$ cat src/rtl/pattern_pkg.sv
// Shared types for the master-pattern loader: empty-shape code, loader state
// and rejection reason codes.
package pattern_pkg;

    localparam int EMPTY_SHAPE = 0;

    typedef enum {FILL, FULL} load_state_t;

    typedef enum logic [1:0] {
        ERR_OCCUPIED    = 2'd0,
        ERR_BAD_SHAPE   = 2'd1,
        ERR_WRONG_ROUND = 2'd2,
        ERR_BAD_SLOT    = 2'd3
    } load_err_t;

endpackage

$ cat src/rtl/pattern_load_master_rise_detect.sv
// Single-bit rising-edge detector; the history bit resets high so a level
// already asserted when reset releases is not reported as an edge.
module rise_detect (
    input  logic CLOCK_50,
    input  logic reset_n,
    input  logic sig,
    output logic rise
);

    logic prev;

    always_ff @(posedge CLOCK_50 or negedge reset_n) begin
        if (!reset_n) prev <= 1'b1;
        else          prev <= sig;
    end

    assign rise = sig & ~prev;

endmodule

$ cat src/rtl/pattern_load_master.sv
// Master-pattern loader: write-once shape slots filled in round 0, with a
// two-clock capture/commit pipeline and ack/err reporting.
// Build option AUTO_SLOT_EN: target slot is the lowest-index empty slot.
module pattern_load_master
    import pattern_pkg::*;
#(
    parameter  int NUM_SLOTS = 4,
    parameter  int SHAPE_W   = 3,
    parameter  int ROUND_W   = 4,
    localparam int SLOT_W    = $clog2(NUM_SLOTS)
) (
    input  logic                         CLOCK_50,
    input  logic                         reset_n,
    input  logic                         load_req,
    input  logic [SHAPE_W-1:0]           load_shape,
    input  logic [SLOT_W-1:0]            load_slot,
    input  logic [ROUND_W-1:0]           round_num,
    input  logic                         clear,
    output logic [NUM_SLOTS*SHAPE_W-1:0] slots,
    output logic [NUM_SLOTS-1:0]         slot_valid,
    output logic                         all_loaded,
    output logic                         load_ack,
    output logic                         load_err,
    output logic [1:0]                   err_code
);

    logic                         rise;
    logic                         pending;
    logic [SHAPE_W-1:0]           capShape;
    logic [SLOT_W-1:0]            capSlot;
    logic                         capRoundOk;
    logic [NUM_SLOTS*SHAPE_W-1:0] slotBank;
    logic [NUM_SLOTS-1:0]         slotValid;
    logic [NUM_SLOTS-1:0]         validAfter;
    logic                         loadAck;
    logic                         loadErr;
    load_err_t                    errCode;
    load_err_t                    errNext;
    logic                         accept;
    logic [SLOT_W-1:0]            target;
    logic                         slotOk;
    logic                         occupied;
    logic                         allLoaded;
    load_state_t                  state;
    load_state_t                  stateNext;

    rise_detect reqEdge (
        .CLOCK_50 (CLOCK_50),
        .reset_n  (reset_n),
        .sig      (load_req),
        .rise     (rise)
    );

    // Target selection and rejection priority for the request being committed.
    always_comb begin
        target   = capSlot;
        slotOk   = 1'b1;
        occupied = 1'b0;
`ifdef AUTO_SLOT_EN
        occupied = 1'b1;
        for (int unsigned i = NUM_SLOTS; i > 0; i--) begin
            if (!slotValid[i-1]) begin
                target   = SLOT_W'(i - 1);
                occupied = 1'b0;
            end
        end
`else
        slotOk = int'(capSlot) < NUM_SLOTS;
        if (slotOk) occupied = slotValid[capSlot];
`endif
        accept  = 1'b0;
        errNext = ERR_OCCUPIED;
        if (pending) begin
            if (clear)                                errNext = ERR_OCCUPIED;
            else if (!slotOk)                         errNext = ERR_BAD_SLOT;
            else if (capShape == SHAPE_W'(EMPTY_SHAPE)) errNext = ERR_BAD_SHAPE;
            else if (!capRoundOk)                     errNext = ERR_WRONG_ROUND;
            else if (occupied || state == FULL)       errNext = ERR_OCCUPIED;
            else                                      accept  = 1'b1;
        end
        validAfter = slotValid;
        if (accept) validAfter[target] = 1'b1;
    end

    always_ff @(posedge CLOCK_50 or negedge reset_n) begin
        if (!reset_n) begin
            pending    <= 1'b0;
            capShape   <= '0;
            capSlot    <= '0;
            capRoundOk <= 1'b0;
            slotBank   <= '0;
            slotValid  <= '0;
            loadAck    <= 1'b0;
            loadErr    <= 1'b0;
            errCode    <= ERR_OCCUPIED;
        end else begin
            loadAck <= 1'b0;
            loadErr <= 1'b0;
            if (rise) begin
                pending    <= 1'b1;
                capShape   <= load_shape;
                capSlot    <= load_slot;
                capRoundOk <= (round_num == '0);
            end else if (pending) begin
                pending <= 1'b0;
            end
            if (pending) begin
                loadAck <= accept;
                loadErr <= ~accept;
                if (!accept) errCode <= errNext;
            end
            // accept is never set while clear is high, so clear always wins
            if (clear) begin
                slotBank  <= '0;
                slotValid <= '0;
            end else if (accept) begin
                slotBank[target*SHAPE_W +: SHAPE_W] <= capShape;
                slotValid[target]                   <= 1'b1;
            end
        end
    end

    always_ff @(posedge CLOCK_50 or negedge reset_n) begin
        if (!reset_n) state <= FILL;
        else          state <= stateNext;
    end

    always_comb begin
        stateNext = state;
        if (clear)                                      stateNext = FILL;
        else if (state == FILL && accept && validAfter == '1) stateNext = FULL;
    end

    always_comb begin
        allLoaded = (state == FULL);
    end

    assign slots      = slotBank;
    assign slot_valid = slotValid;
    assign all_loaded = allLoaded;
    assign load_ack   = loadAck;
    assign load_err   = loadErr;
    assign err_code   = errCode;

endmodule

$ cat config.mk
export PLATFORM = sky130hd
export DESIGN_NAME = pattern_load_master
export DESIGN_NICKNAME = d
export VERILOG_FILES = /design/src/rtl/pattern_pkg.sv /design/src/rtl/pattern_load_master_rise_detect.sv /design/src/rtl/pattern_load_master.sv
export SDC_FILE = /design/constraint.sdc
export NUM_CORES = 1
export LEC_CHECK = 0
export CORE_MARGIN = 2
export CORE_UTILIZATION = 34
export CTS_CLUSTER_DIAMETER = 120
export DETAILED_ROUTE_END_ITERATION = 7
export DONT_BUFFER_PORTS = 1
export MAX_ROUTING_LAYER = met4
export PLACE_DENSITY = 0.6
export SYNTH_ARGS = -nofsm -noshare
export SYNTH_HDL_FRONTEND = slang
export SYNTH_SLANG_ARGS = --single-unit
$ cat constraint.sdc
create_clock -name CLOCK_50 -period 4.8 [get_ports CLOCK_50]
set_input_delay 0.96 -clock CLOCK_50 [delete_from_list [all_inputs] [get_ports CLOCK_50]]
set_output_delay 0.96 -clock CLOCK_50 [all_outputs]
set_load 0.05 [all_outputs]
==> flow_metrics.py <==
metrics = {
    "timing": {
        "hold_violations": 0,
        "fin_tns_setup_ps": 0,
        "rsz0062_at_grt": "no",
        "min_period_ps": 2480,
        "relSlewSlack_pct": 50.6,
        "postLayoutSetupSlackWorst_ps": 2320,
        "timing.fmax_mhz": 403,
        "tightest_slew_ps": 730,
        "skew_ps": 5.44,
        "fin_crit_sh_pct": 51.7,
        "finalSetupViolations": 0,
        "slew_violations": 0,
    },
    "pwr": {
        "ir_worst_vdd_mv": 0.197,
        "p_per_area_mw_per_mm2": 347,
        "p_leak_nw": 0.611,
    },
    "run": {
        "maxCapViolations": 0,
    },
    "synthesis": {
        "async_reset_ff_share_pct": 100,
        "synth_cell_type_count": 27,
        "synth.top_cell.area_share_pct": 52.3,
        "synth_ff_type": "dfrtp_1",
        "ys_ff_latch": 29,
        "synth_area_mm2": 0.00134,
        "synth_warnings": 0,
        "synth_edf_count": 0,
        "synth_top_area_cell": "dfrtp_1",
        "syn_area_per_cell_um2": 11.0,
        "netlist_instances": 122,
        "yosysSeqAreaShare_pct": 54.2,
        "synth_area_leaders": "dfrtp_1, o31ai_1, o32ai_1",
        "syn-num-nets": 139,
    },
    "floorplan": {
        "die_x_um": 66.8,
        "fp.coreArea_mm2": 0.00372,
        "fp.dieH_um": 66.8,
        "io_pins": 34,
        "core.rowCount": 22,
        "start_util_pct": 36.1,
        "die_area_mm2": 0.00446,
    },
    "critical_path": {
        "ff2ff_path_depth": 3,
        "cp_max_fo": 14,
        "r2r-start": "slot_valid[3]",
        "critPathArrivalTime_ps": 2650,
        "crit_path_end_kind": "flop",
        "r2r_setup_slack_ps": 2320,
        "cp-start-kind": "flop",
        "worstPathRequired_ps": 4970,
        "worst-setup-path-type": "reg2reg",
        "rr_endpoint": "slots[10]",
    },
    "clock_tree": {
        "cts_made_buffers": 5,
        "clockBufferDepth": 2,
        "tritoncts": "done",
        "cts_root_buffer": "clkbuf_8",
        "clkTransAtPathRegs_ps": 60,
        "cts_sinks": 29,
        "clock_latency_ps": 270,
        "post_cts_buffers": 0,
        "postCtsHoldBufs": 0,
        "cts_resized": 0,
        "cts_max_level": 2,
    },
    "global_routing": {
        "grt_pass1_wl_mm": 5.34,
        "grt.total_usage_pct": 16.6,
        "grt_pass1_vias": 1063,
        "antenna_found_initial": 0,
        "grt_max_degree": 30,
        "grt_overflow": 0,
    },
    "routing": {
        "dr.first_iter.drc_count": 66,
        "drcViolationCount": 0,
        "wl_per_cell_um": 18.3,
        "drt-total-wl_mm": 3.15,
        "vias_per_cell": 5.88,
        "antenna_left": 0,
        "dr_total_vias": 1011,
        "dr.pass1.iters": 4,
    },
    "place": {
        "dp_hpwl_mm": 2.31,
        "gp_congestion": 0.831,
        "port_buffers": 0,
        "dp_slack_ps": 2250,
    },
    "hold_path": {
        "hold_class": "in2async",
    },
    "cells_and_area": {
        "drive_gt1_share_pct": 8.87,
        "finish.utilization_pct": 39.3,
        "layout.nets": 140,
        "antenna_cells": 0,
        "syn_to_final_growth_pct": 8.96,
    },
    "run_status": {
        "status": "finished clean",
    },
}
[report_power, final]
group          leakage, nW  switching (mW)  internal (mW)  total (mW)
registers            0.389          0.0197          0.254       0.274
clock network       0.0395          0.0817          0.103       0.184
logic                0.182          0.0323         0.0163      0.0486
total                0.611           0.134          0.373       0.507
[per-stage QoR]
step	cells	power, mW	hold WS [ps]	cell area, µm²
floorplan	122	0.312	515	1340
global placement	164	0.324	563	1380
detailed placement	164	0.326	558	1380
CTS	172	0.512	371	1460
global route	172	0.534	361	1460
finish	172	0.507	381	1460
[how the worst max path moves through the flow]
stage / from / end / slack [ps] / cells after the start
finish: slot_valid[3] / slots[10] / 2320 / 3
global route: slot_valid[3] / slots[11] / 2210 / 3
CTS: slot_valid[2] / slots[3] / 2330 / 3
detailed placement: clear / slots[10] / 2250 / 3
global placement: clear / slots[6] / 2360 / 3
floorplan: clear / slots[3] / 2460 / 4
[flip-flops by register name, indices dropped and copies added (netlist names)]
| name | flops |
|---|---|
| capSlot | 2 |
| capRoundOk | 1 |
| state | 1 |
| reqEdge.prev | 1 |
| pending | 1 |
| err_code | 2 |
| capShape | 3 |
| load_err | 1 |
| slots | 12 |
| load_ack | 1 |
| slot_valid | 4 |
[cell usage in the layout (no fill, tap or decap), drive strengths merged, types with 4 or more instances in the layout]
cell type	instances
o21ai	5
nor2b	8
nor3	4
nand2	11
o32ai	6
inv	9
ha	4
o31ai	7
clkbuf	8
o41ai	6
dfrtp	28
o21a	4
[logic make-up after synthesis]
group	share of synthesized area, %
multiplexers	2.52
AO/OA/AOI/OAI	18.8
buffers and inverters	4.57
AND/OR/NAND/NOR	16.2
adder cells (fa/ha/maj)	3.73
flip-flops	54.2
[synth_stat cells, drive strengths merged, types with 3 or more instances]
library cell	instances
nor2b	8
o21a	4
a22o	3
inv	9
o31ai	7
o21ai	5
o41ai	6
nand3	3
ha	4
nor3	4
clkbuf	6
dfrtp	28
nand2	11
o32ai	6
nor4	3
[final cells by class]
type,count,area [µm²]
multi-input cells,77,552
fillers,375,2260
clock buffers,8,80.1
well taps,48,60.1
flip-flops and latches,29,727
repair buffers,1,7.51
inverters,9,33.8
[metal layers]
layer / wire length [µm] / vias to the layer above / track usage, % / share of wire (%)
met2: 1560 / 43 / 26.3 / 49
met5: 0 / - / - / 0
met4: 45 / 0 / 4.34 / 1.4
li1: - / 453 / - / -
met3: 239 / 6 / 5.91 / 7.6
met1: 1310 / 509 / 20.3 / 42
[critical path: stages (launching register included)]
cell and delay [ps]:
dfrtp_1 600, mux4_2 720, or4_1 740, o32ai_1 310
No activity file was read; power rests on OpenSTA's default activity.
